`config.mk`:
```
export PLATFORM = sky130hd
export DESIGN_NAME = ppbuf_read_control
export DESIGN_NICKNAME = d
export VERILOG_FILES = /design/src/rtl/ppbuf_read_control.sv
export SDC_FILE = /design/constraint.sdc
export NUM_CORES = 1
export LEC_CHECK = 0
export ABC_AREA = 1
export BUFFER_PORTS_ARGS = -buffer_cell sky130_fd_sc_hd__buf_4
export CORE_MARGIN = 4
export CORE_UTILIZATION = 55
export CTS_BUF_LIST = sky130_fd_sc_hd__clkbuf_8 sky130_fd_sc_hd__clkbuf_16
export DETAILED_ROUTE_END_ITERATION = 8
export GPL_TIMING_DRIVEN = 0
export PLACE_DENSITY = 0.81
export SYNTH_ARGS = -nofsm -noshare
export SYNTH_HDL_FRONTEND = slang
export SYNTH_SLANG_ARGS = --single-unit
```
`constraint.sdc`:
```
create_clock -name clk -period 3.4 [get_ports clk]
set_input_delay 0.85 -clock clk [delete_from_list [all_inputs] [get_ports clk]]
set_output_delay 0.85 -clock clk [all_outputs]
set_load 0.01 [all_outputs]
```
`src/rtl/ppbuf_read_control.sv`:
```
// ppbuf_read_control: drain-side controller for the A/B ping-pong bit buffers.
// Banks are read in strict A/B alternation. Each bank is read from address 0 to
// BLOCK_LEN-1. The one-cycle RAM latency is covered by an in-flight tag stage.
// Bits are delivered serially through a 2-entry output FIFO. That FIFO is bypassed
// when empty, so the first bit appears in the same cycle its read data returns.
// Optional feature macro: PPBUF_OVERFLOW_DETECT_EN (sticky write-overrun flag).
module ppbuf_read_control #(
    parameter int BLOCK_LEN = 192,
    parameter int ADDR_W    = 8
) (
    input  logic              clk,
    input  logic              resetN,
    input  logic              full_A,
    input  logic              full_B,
    output logic              rden_A,
    output logic              rden_B,
    output logic [ADDR_W-1:0] rdaddress,
    input  logic              q_A,
    input  logic              q_B,
    output logic              valid_next,
    input  logic              ready_next,
    output logic              q,
    output logic              sob,
    output logic              eob,
    output logic              overflow
);

    localparam logic [ADDR_W-1:0] LAST_ADDR = ADDR_W'(BLOCK_LEN - 1);

    typedef enum logic [1:0] {IDLE, READ_A, READ_B} state_t;

    state_t            state;
    logic              pend_A;
    logic              pend_B;
    logic              next_bank;     // 0 = bank A, 1 = bank B
    logic [ADDR_W-1:0] addr;

    // read-latency stage: tag of the read issued last cycle
    logic              vld_p1;
    logic              bank_p1;
    logic              sob_p1;
    logic              eob_p1;

    // output FIFO, entries are {bit, sob, eob}
    logic [1:0]        occ;
    logic [1:0]        occ_next;
    logic [2:0]        ent0;
    logic [2:0]        ent1;

    logic [2:0]        ret_ent;
    logic [2:0]        head;
    logic [2:0]        load;
    logic              pop;
    logic              issue;
    logic              last_issue;

    // Data returning from the RAM this cycle, tagged with its block markers
    assign ret_ent    = {(bank_p1 ? q_B : q_A), sob_p1, eob_p1};

    // The FIFO head is presented first; when the FIFO is empty the returning bit goes straight through
    assign valid_next = (occ != 2'd0) || vld_p1;
    assign head       = (occ != 2'd0) ? ent0 : (vld_p1 ? ret_ent : 3'b000);
    assign q          = head[2];
    assign sob        = head[1];
    assign eob        = head[0];
    assign pop        = valid_next & ready_next;

    // Credit check: FIFO entries plus the read in flight, less this cycle's pop, must stay below 2
    assign load       = {1'b0, occ} + {2'b00, vld_p1};
    assign issue      = (state != IDLE) && (load < (3'd2 + {2'b00, pop}));
    assign last_issue = issue && (addr == LAST_ADDR);
    assign rden_A     = issue && (state == READ_A);
    assign rden_B     = issue && (state == READ_B);
    assign rdaddress  = addr;

    assign occ_next   = occ + {1'b0, vld_p1} - {1'b0, pop};

    // Bank sequencing FSM: wait for the expected bank, sweep its addresses, then alternate
    always_ff @(posedge clk) begin
        if (!resetN) begin
            state     <= IDLE;
            next_bank <= 1'b0;
            addr      <= '0;
        end else begin
            case (state)
                IDLE: begin
                    if (!next_bank && pend_A)
                        state <= READ_A;
                    else if (next_bank && pend_B)
                        state <= READ_B;
                end
                READ_A: begin
                    if (issue) begin
                        addr <= last_issue ? '0 : addr + 1'b1;
                        if (last_issue) begin
                            next_bank <= 1'b1;
                            state     <= pend_B ? READ_B : IDLE;
                        end
                    end
                end
                READ_B: begin
                    if (issue) begin
                        addr <= last_issue ? '0 : addr + 1'b1;
                        if (last_issue) begin
                            next_bank <= 1'b0;
                            state     <= pend_A ? READ_A : IDLE;
                        end
                    end
                end
                default: state <= IDLE;
            endcase
        end
    end

    // Pending flags: a new full pulse wins over the clear on a bank's last issue
    always_ff @(posedge clk) begin
        if (!resetN) begin
            pend_A <= 1'b0;
            pend_B <= 1'b0;
        end else begin
            pend_A <= full_A | (pend_A & ~(last_issue && (state == READ_A)));
            pend_B <= full_B | (pend_B & ~(last_issue && (state == READ_B)));
        end
    end

    // Read-latency stage control: marks that a read result returns next cycle
    always_ff @(posedge clk) begin
        if (!resetN)
            vld_p1 <= 1'b0;
        else
            vld_p1 <= issue;
    end

    // Read-latency stage data: bank and block markers of the read just issued
    always_ff @(posedge clk) begin
        if (issue) begin
            bank_p1 <= (state == READ_B);
            sob_p1  <= (addr == '0);
            eob_p1  <= (addr == LAST_ADDR);
        end
    end

    // Output FIFO occupancy
    always_ff @(posedge clk) begin
        if (!resetN)
            occ <= 2'd0;
        else
            occ <= occ_next;
    end

    // Output FIFO storage: shift on pop, append returning data unless it bypassed
    always_ff @(posedge clk) begin
        case (occ)
            2'd0: begin
                if (vld_p1 && !pop)
                    ent0 <= ret_ent;
            end
            2'd1: begin
                if (pop) begin
                    if (vld_p1)
                        ent0 <= ret_ent;
                end else if (vld_p1) begin
                    ent1 <= ret_ent;
                end
            end
            default: begin
                if (pop)
                    ent0 <= ent1;
            end
        endcase
    end

`ifdef PPBUF_OVERFLOW_DETECT_EN
    // Sticky overrun: a bank reported full again before its previous block was drained
    always_ff @(posedge clk) begin
        if (!resetN)
            overflow <= 1'b0;
        else if ((full_A && (pend_A || (state == READ_A))) ||
                 (full_B && (pend_B || (state == READ_B))))
            overflow <= 1'b1;
    end
`else
    assign overflow = 1'b0;
`endif

endmodule

```
# Word level (Yosys, flattened, before mapping)
# Cells that the tools add are included.
[op_classes]
add_sub_neg = 5
order_cmp = 1
n_eq_ne = 12
muxes = 23
bitwise = 8
reduce_logical = 25
[ops]
columns = ["operator", "count"]
rows = [
  ["$mux 3", 6],
  ["$mux 2", 7],
  ["$ne 2x2->1 const B", 7],
  ["$reduce_and 5->1", 2],
  ["$logic_and 1x1->1", 9],
  ["$add 8x1->8 const B", 1],
  ["$eq 8x8->1 const B", 1],
  ["$logic_not 8->1", 1],
  ["$mux 8", 1],
  ["$reduce_bool 2->1", 4],
  ["$mux 1", 6],
  ["$pmux 2 s3", 1],
  ["$pmux 3 s2", 1],
  ["$eq 2x1->1 const B", 2],
  ["$logic_not 2->1", 2],
  ["$reduce_and 4->1", 1],
  ["$add 2x1->3", 1],
  ["$add 2x1->3 const A", 1],
  ["$and 1x1->1", 3],
  ["$lt 3x3->1", 1],
  ["$ne 3x3->1 const B", 1],
  ["$not 1->1", 3],
  ["$reduce_and 3->1", 1],
  ["$add 2x1->2", 1],
  ["8 further kinds", 10],
]
[word_totals]
ff_bits = 25
input_bits = 7
output_inout_bits = 15

# Depth between registers and ports, before layout
# Gate-level depths: netlist of run 1.
[depth]
ltp_word = 11
depth_mapped = 12

# Worst setup path after synthesis of run 1
# OpenSTA, ideal clock, no wires.
[synth_timing]
path_kind = "in2out"
from = "in q_B"
to = "out q"
arrival_time_ns = 1.302
t_required_ns = 2.550
slack_ns = 1.248
cell_stages = 4
n_path_buf = 0
cell_sequence = "inv_1 nand2_1 o21ai_0 o21ai_0"
[synth_between]
elab_chain_len = 3
[synth_rtl]
columns = ["element", "line_no", "rtl"]
rows = [
  ["start, declared", "19", "input logic q_B,"],
  ["$mux 1", "58", "assign ret_ent = {(bank_p1 ? q_B : q_A), sob_p1, eob_p1};"],
  ["$mux 3 (2 in series)", "62", "assign head = (occ != 2'd0) ? ent0 : (vld_p1 ? ret_ent : 3'b000);"],
  ["end, declared", "22", "output logic q,"],
]
# No other way between the ends.

# Final worst setup path of run 1
[layout_timing]
from = "reg vld_p1"
to = "out rden_A"
[layout_between]
elab_chain_len = 6
word_cells_on_any_way = 7
[layout_rtl]
columns = ["element", "line_no", "rtl"]
rows = [
  ["start, declared", "39", "logic vld_p1;"],
  ["start signal, assigned", "131", "vld_p1 <= issue;"],
  ["$logic_or 1x1->1", "61", "assign valid_next = (occ != 2'd0) || vld_p1;"],
  ["$and 1x1->1", "66", "assign pop = valid_next & ready_next;"],
  ["$add 2x1->3", "70", "assign issue = (state != IDLE) && (load < (3'd2 + {2'b00, pop}));"],
  ["$lt 3x3->1 (*)", "70", ""],
  ["$logic_and 1x1->1 (*)", "70", ""],
  ["$logic_and 1x1->1 (*)", "72", "assign rden_A = issue && (state == READ_A);"],
  ["end, declared", "15", "output logic rden_A,"],
]
# Every way passes the cells marked *; elsewhere a longest branch is shown, timed or not.

==> results of run 1 <==
[sequential cells by signal, indices dropped and copies added (netlist names)]
register / cells
eob_p1: 1
bank_p1: 1
pend_B: 1
vld_p1: 1
occ: 2
ent1: 3
pend_A: 1
rdaddress: 8
sob_p1: 1
ent0: 3
state: 2
next_bank: 1
[per-stage QoR]
stage | total power [µW] | hold slack, ns | std cells | setup WS (ns) | utilization
2_1_floorplan | 892.2 | 0.4264 | 182 | 1.248 | -
3_3_place_gp | 1033 | 0.4343 | 231 | 1.048 | 0.6495
3_5_place_dp | 1067 | 0.4373 | 231 | 1.051 | 0.6495
4_1_cts | 1248 | 0.4592 | 235 | 0.8557 | 0.6682
5_1_grt | 1349 | 0.4769 | 235 | 0.7501 | 0.6682
6_report | 1232 | 0.4598 | 235 | 0.8593 | 0.6682
[worst paths after layout]
check	start	end	slack (ns)	cells after the start
worst min register to register	sob_p1	ent1[1]	0.46	0
worst max-delay path	vld_p1	rden_A	0.86	6
worst max register to register	vld_p1	pend_B	1.44	7
worst min-delay path	sob_p1	ent1[1]	0.46	0
[cell usage in the layout, fill, tap and decap left out, types with 9 or more instances in the layout]
cell / instances
a21oi_1: 12
buf_4: 20
dfxtp_1: 16
edfxtp_1: 9
ha_1: 10
inv_1: 32
nand2_1: 40
nand3_1: 13
nor2_1: 12
o21ai_0: 13
[area by class of cell]
cell class,count,area [µm²]
clock buffer,3,41.29
buffer,4,33.78
timing repair buffer,19,142.6
sequential,25,590.6
fill,226,822.0
multi-input combinational,121,684.4
clock inverter,1,5.005
tap,30,37.54
inverter,32,120.1
[metal layers]
| metal | up-vias | GRT usage | share of wire | wire length, µm |
|---|---|---|---|---|
| met3 | 3 | 0.03268 | 0.032 | 93 |
| li1 | 626 | - | - | - |
| met2 | 17 | 0.3438 | 0.53 | 1539 |
| met4 | 0 | 0.06796 | 0.012 | 34 |
| met1 | 555 | 0.2039 | 0.42 | 1224 |
| met5 | - | 0 | 0 | 0 |
[cell families (layout without fill, tap and decap cells)]
| group | Yosys count | after routing | share of synthesized area |
|---|---|---|---|
| AO/OA/AOI/OAI | 28 | 28 | 0.1025 |
| XOR/XNOR | 4 | 4 | 0.02452 |
| adder cells (fa/ha/maj) | 10 | 10 | 0.08757 |
| buffers and inverters | 36 | 59 | 0.1077 |
| flip-flops | 25 | 25 | 0.4133 |
| other | 1 | 1 | 0.002624 |
| AND/OR/NAND/NOR | 78 | 78 | 0.2618 |
[power groups by stage]
| stage | registers [µW] | logic (µW) | clock network, µW |
|---|---|---|---|
| finish | 456 | 600 | 177 |
| global route | 464 | 688 | 197 |
| CTS | 456 | 606 | 185 |
| detailed placement | 463 | 603 | 0 |
| global placement | 457 | 576 | 0 |
| floorplan | 453 | 439 | 0 |
==> impl_metrics.yaml, run 1 <==
clocking:
  numCtsBuffers: 3
  clkTransAtPathRegs_ns: 0.09
  cts-root-buf: "clkbuf_8"
  cts_resized: 0
  cts_setup_buffers: 0
  clkLatencyLatePin_ns: 0.27
  htreeDepth: 1
  holdBufCountCts: 0
  clock_sinks: 25
  clock_path_buffers: 2
  tritoncts: "done"
routing:
  wirelength_mm: 2.890
  num_vias: 1201
  wl_per_cell_um: 12.30
  drc: 0
  drtIter0Drc: 25
  vias_per_cell: 5.111
  first_pass_iters: 4
  ant_nets: 0
global_route:
  grt_pass1_vias: 1220
  gr-usage-all-layers: 0.1835
  grt_pass1_wl_mm: 4.954
  grt_overflow: 0
  grt_max_degree: 15
  antenna_found_initial: 0
synth:
  ys_ff_latch: 25
  async_reset_ff_frac: 0
  synth_edf_count: 9
  synthTopCellsByCount: "40 x nand2_1, 32 x inv_1, 16 x dfxtp_1, 13 x nand3_1, 13 x o21ai_0"
  synthFlopType: "dfxtp_1"
  yosysUniqueCellTypes: 26
  syn-cell-area_mm2: 0.001429
  yosysTopAreaCell: "dfxtp_1"
  synth_nets: 199
  synthTopCellsByArea: "dfxtp_1 22%, edfxtp_1 19%, nand2_1 11%"
  synth.most_common_cell: "nand2_1"
  synth-seq-area-share: 0.4133
  synth_top_cell_area_share: 0.2242
  synthCells: 182
  yosys_warnings: 0
  syn_avg_cell_area_um2: 7.851
layout:
  fin_nets: 223
  fin_area_mm2: 0.001655
  drive_gt1_frac: 0.1756
  syn2layout_area_growth_pct: 15.85
  diodes: 0
die:
  dieArea_mm2: 0.003477
  initial_core_util: 0.5768
  die_w_um: 58.97
  ioPinCount: 22
  design.core.area_mm2: 0.002477
  row_count: 18
  die_h_um: 58.97
critical_path:
  crit_path_max_fanout: 5
  end_kind: "output pin"
  cp.required_ns: 2.55
  critPathSlowestCell: "dfxtp_1"
  start_kind: "flop"
  critPathMaxStageDelay_ns: 0.36
  crit_type: "flop to output pin"
  crit_chain: "ha_1, ha_1, nor2_1, nand2_2, nor2_1, buf_4"
  path_buf_inv: 1
  crit_arrival_ns: 1.69
  crit_family: "simple AND/OR/NAND/NOR gates"
sta:
  fin_worst_skew_ns: 0.008200
  rsz0062_at_grt: "no"
  fin_setup_tns_ns: 0
  drv_slew: 0
  worst_pin_slew_ns: 0.5900
  finalCritPeriodShare: 0.7473
  timing.fmax_mhz: 393.6
  setup_viol: 0
  post-route-min-period_ns: 2.541
  hold_viol_final: 0
  relSlewSlack: 0.6030
power_and_ir_drop:
  p_leak_uw: 0.0007915
  p_seq_frac: 0.370
  power.density_mw_per_mm2: 744.4
  p_switching_uw: 507.3
  swShare: 0.4117
  pwr-share-comb: 0.487
  ir_drop_mv: 0.6114
  power.share.clock: 0.144
  p_int_uw: 725.0
outcome:
  status: "finished, final reports clean"
placed_design:
  gp_congestion: 0.8799
  io_buffers: 19
  dpl_cell_area_mm2: 0.001609
  hpwlAfterDp_mm: 2.296
flow_run:
  cap_violations: 0
worst_hold_path:
  hp-class: "flop to flop"
(Power assumes the default switching activity.)
==> inputs of run 2 (changes only) <==
- CORE_UTILIZATION: 55 -> 50
- PLACE_DENSITY: 0.81 -> 0.77
- clock period: 3.4 -> 2.1 ns (I/O delays scaled with it)
==> run 2 against run 1 <==
Worst setup slack worse by 0.81 ns. Die area grew 8.6%. Non-clock buffer count up 1. Via count fell by 0.92%. Critical endpoint is now rden_B. Combinational power grew 73%. Critical path depth unchanged. Largest cell class unchanged. Cell count grew 0.85%. Clock skew decreased by 0.0074 ns. Power increased by 68%.
==> impl_metrics.yaml, run 2 (same netlist as run 1, synthesis figures left out) <==
outcome:
  status: "finished, final reports clean"
sta:
  worst_pin_slew_ns: 0.5937
  setup_viol: 0
  layout_setup_ws_ns: 0.05385
  fin_worst_skew_ns: 0.0007663
  post-route-min-period_ns: 2.046
  holdWs_ns: 0.4461
  finalCritPeriodShare: 0.9744
  relSlewSlack: 0.6005
  timing.fmax_mhz: 488.7
  hold_viol_final: 0
  drv_slew: 0
  fin_setup_tns_ns: 0
global_route:
  grt_max_degree: 15
  antenna_found_initial: 0
  grt_pass1_wl_mm: 4.491
  gr-usage-all-layers: 0.1608
  grt_overflow: 0
  grt_pass1_vias: 1146
critical_path:
  crit_type: "flop to output pin"
  start_kind: "flop"
  crit_arrival_ns: 1.52
  crit_path_max_fanout: 5
  critPathMaxStageDelay_ns: 0.35
  critPathSlowestCell: "dfxtp_2"
  r2r_slack_ns: 0.28
  cp.required_ns: 1.57
  end_kind: "output pin"
  crit_chain: "ha_1, ha_4, nor2_4, nand2_4, nor2_1, buf_4"
  r2r_cells: 7
power_and_ir_drop:
  pwr-share-comb: 0.503
  p_int_uw: 1214
  ir_drop_mv: 0.9297
  power.share.clock: 0.138
  power.density_mw_per_mm2: 1219
  swShare: 0.4143
  p_switching_uw: 858.7
  p_leak_uw: 0.0007981
  p_seq_frac: 0.359
  finalPower_uw: 2073
worst_hold_path:
  hp-class: "primary input to flop"
  worstHoldPathCells: 3
clocking:
  clock_sinks: 25
  clkLatencyLatePin_ns: 0.27
  htreeDepth: 1
  clock_path_buffers: 2
  cts-root-buf: "clkbuf_8"
  tritoncts: "done"
  clkTransAtPathRegs_ns: 0.09
  holdBufCountCts: 0
  numCtsBuffers: 3
die:
  dieArea_mm2: 0.003777
  die_h_um: 61.46
  design.core.area_mm2: 0.002734
  ioPinCount: 22
  row_count: 19
  initial_core_util: 0.5227
  die_w_um: 61.46
layout:
  final_common_cell: "nand2_1"
  mostFrequentLayoutCells: "40 x nand2_1, 32 x inv_1, 21 x buf_4"
  diodes: 0
  fin_nets: 224
  largest_reg_flops: 8
  fillers: 231
  syn2layout_area_growth_pct: 19.00
  drive_gt1_frac: 0.2087
  final-instance-count-excl-fill: 237
placed_design:
  post-place-ws_ns: 0.2114
  hpwlAfterDp_mm: 2.097
  gp_congestion: 0.8321
  io_buffers: 19
  dp_cells: 232
routing:
  ant_nets: 0
  vias_per_cell: 5.021
  wl_per_cell_um: 11.72
  wirelength_mm: 2.777
  drc: 0
  num_vias: 1190
  first_pass_iters: 4
  drtIter0Drc: 38
flow_run:
  cap_violations: 0
run 2: changes by cell type in the layout (fill, tap and decap cells not counted), moves of 2 or more:
cell,delta
nor2_4,+2
dfxtp_1,-3
dfxtp_2,+3
nor2_1,-2
run 2: metrics by stage:
step | util | area (µm²)
floorplan | - | 1429
global placement | 0.5890 | 1610
detailed placement | 0.5890 | 1610
CTS | 0.6082 | 1663
global route | 0.6220 | 1700
finish | 0.6220 | 1700
run 2: final cells by class:
| class | count | area [µm²] | area share |
|---|---|---|---|
| tap | 31 | 38.79 | 0.02281 |
| sequential | 25 | 594.3 | 0.3495 |
| clock buffer | 3 | 41.29 | 0.02428 |
| multi-input combinational | 121 | 716.9 | 0.4216 |
| buffer | 4 | 33.78 | 0.01987 |
| clock inverter | 1 | 5.005 | 0.002943 |
| inverter | 32 | 120.1 | 0.07064 |
| timing repair buffer | 20 | 150.1 | 0.08830 |
run 2: worst paths after layout:
kind	start	endpoint
setup reg to reg	vld_p1	pend_B
hold reg to reg	sob_p1	ent1[1]
setup / recovery	vld_p1	rden_B
hold / removal	full_B	pend_B
run 2: power by group through the flow:
stage | Clock [µW] | Sequential (µW) | Combinational (µW)
final | 285 | 745 | 1040
after global routing | 311 | 761 | 1190
after CTS | 293 | 739 | 982
after detailed placement | 0 | 749 | 965
after global placement | 0 | 741 | 930
after floorplan | 0 | 733 | 711
run 2: layer usage:
layer  routed length [µm]  part of all wire  GRT usage  vias up
li1                     -                 -          -      624
met1                 1167              0.42     0.1741      531
met2                 1387              0.50     0.2885       27
met3                  134             0.048    0.03145        8
met4                   87             0.031    0.09394        0
met5                    0                 0          0        -
run 2: repair_timing:
| action | CTS | global route |
|---|---|---|
| setup buffers | 0 | 1 |
| resized for setup | 3 | 6 |
| pin swaps | 0 | 1 |
| endpoints found under the hold margin | 0 | 0 |
| setup endpoints to repair | 2 | 2 |
run 2: critical path, delay by kind of cell (launching register included):
kind	cells	cell delay, ns
adders and majority gates	2	0.42
buffers and inverters	1	0.13
DFF	1	0.35
and+or+nand+nor	3	0.34
==> inputs of run 3 (changes only) <==
- BUFFER_PORTS_ARGS: -buffer_cell sky130_fd_sc_hd__buf_4 -> not set
- CORE_UTILIZATION: 50 -> 55
- DONT_BUFFER_PORTS: not set -> 1
- PLACE_DENSITY: 0.77 -> 0.76
==> run 3 against run 2 <==
Critical endpoint is now rden_A. Sequential power barely moved. Cell area fell by 9.6%. Combinational power fell by 11%.
==> impl_metrics.yaml, run 3 (same netlist as run 1, synthesis figures left out) <==
global_route:
  grt_overflow: 0
  grt_max_degree: 15
  grt_pass1_wl_mm: 4.685
  gr-usage-all-layers: 0.1736
  antenna_found_initial: 0
  grt_pass1_vias: 1133
layout:
  syn2layout_area_growth_pct: 7.530
  final_common_cell: "nand2_1"
  diodes: 0
  fin_nets: 204
  final-instance-count-excl-fill: 216
  largest_reg_flops: 8
  fin_area_mm2: 0.001536
  utilization: 0.6202
  mostFrequentLayoutCells: "40 x nand2_1, 32 x inv_1, 15 x dfxtp_1"
  drive_gt1_frac: 0.1129
sta:
  setup_viol: 0
  fin_worst_skew_ns: 0.002177
  worst_pin_slew_ns: 0.6165
  relSlewSlack: 0.5852
  hold_viol_final: 0
  post-route-min-period_ns: 2.046
  drv_slew: 0
  finalCritPeriodShare: 0.9744
  layout_setup_ws_ns: 0.05370
  timing.fmax_mhz: 488.7
  fin_setup_tns_ns: 0
routing:
  drc: 0
  drtIter0Drc: 53
  ant_nets: 0
  num_vias: 1142
  vias_per_cell: 5.287
  wl_per_cell_um: 12.86
  first_pass_iters: 4
  wirelength_mm: 2.777
clocking:
  htreeDepth: 1
  numCtsBuffers: 3
  holdBufCountCts: 0
  clock_path_buffers: 2
  clkTransAtPathRegs_ns: 0.08
  clkLatencyLatePin_ns: 0.26
  clock_sinks: 25
  tritoncts: "done"
  cts-root-buf: "clkbuf_8"
placed_design:
  io_buffers: 0
  post-place-ws_ns: 0.1876
  gp_congestion: 0.7822
  hpwlAfterDp_mm: 2.101
  dp_cells: 212
  dpl_cell_area_mm2: 0.001466
die:
  die_w_um: 58.97
  die_h_um: 58.97
  design.core.area_mm2: 0.002477
  initial_core_util: 0.5768
  row_count: 18
  dieArea_mm2: 0.003477
  ioPinCount: 22
critical_path:
  crit_arrival_ns: 1.52
  r2r_start: "vld_p1"
  crit_path_max_fanout: 5
  crit_type: "flop to output pin"
  end_kind: "output pin"
  r2r_slack_ns: 0.20
  setup.worst_path.end: "rden_A"
  cp-startpoint: "vld_p1"
  r2r_cells: 7
  start_kind: "flop"
  cp.required_ns: 1.57
  r2r-end: "pend_B"
power_and_ir_drop:
  p_leak_uw: 0.0006959
  power.density_mw_per_mm2: 1271
  ir_drop_mv: 0.7772
outcome:
  status: "finished, final reports clean"
worst_hold_path:
  worstHoldPathCells: 2
  hp-class: "primary input to flop"
flow_run:
  cap_violations: 0
-- run 3: cell types whose count changed in the layout (fill, tap and decap cells not counted), sizes merged --
| cell | before | now |
|---|---|---|
| buf | 23 | 3 |
-- run 3: critical path, stage by stage (launching register included) --
cell and delay [ns]:
dfxtp_2 0.35, ha_1 0.21, ha_1 0.19, nor2_2 0.21
nand2_4 0.12, nor2_4 0.17
-- run 3: worst min-delay path by stage --
stage                 from      end  slack, ns
finish              full_B   pend_B       0.38
global route        full_B   pend_B       0.38
CTS                 full_B   pend_B       0.38
detailed placement  sob_p1  ent1[1]       0.44
global placement    sob_p1  ent1[1]       0.43
floorplan           eob_p1  ent1[0]       0.43
-- run 3: timing repair --
action / in CTS / in global routing
pin swaps: 0 / 1
buffers inserted: 0 / 0
resized for setup: 3 / 4
setup endpoints to repair: 2 / 2
-- run 3: through the flow --
stage               hold WS, ns  power [µW]
global placement         0.4329        1570
detailed placement       0.4389        1627
CTS                      0.3755        1927
finish                   0.3765        1954
floorplan                0.4264        1445
global route             0.3848        2144
-- run 3: layout make-up --
class	count	area [µm²]
tap	30	37.54
buffer	4	33.78
clock buffer	3	41.29
clock inverter	1	5.005
inverter	32	120.1
sequential	25	591.8
fill	238	940.9
multi-input combinational	121	706.9
-- run 3: power breakdown --
part / switching [µW] / internal (µW) / total [µW]
clock: 146 / 132 / 279
sequential: 91.5 / 654 / 746
combinational: 613 / 316 / 929
-- run 3: routing by layer --
layer,share of wire,routed length [µm],track usage
met5,0,0,0
met4,0.015,42,0.08091
met3,0.043,119,0.03486
met2,0.51,1426,0.3028
met1,0.43,1188,0.2027
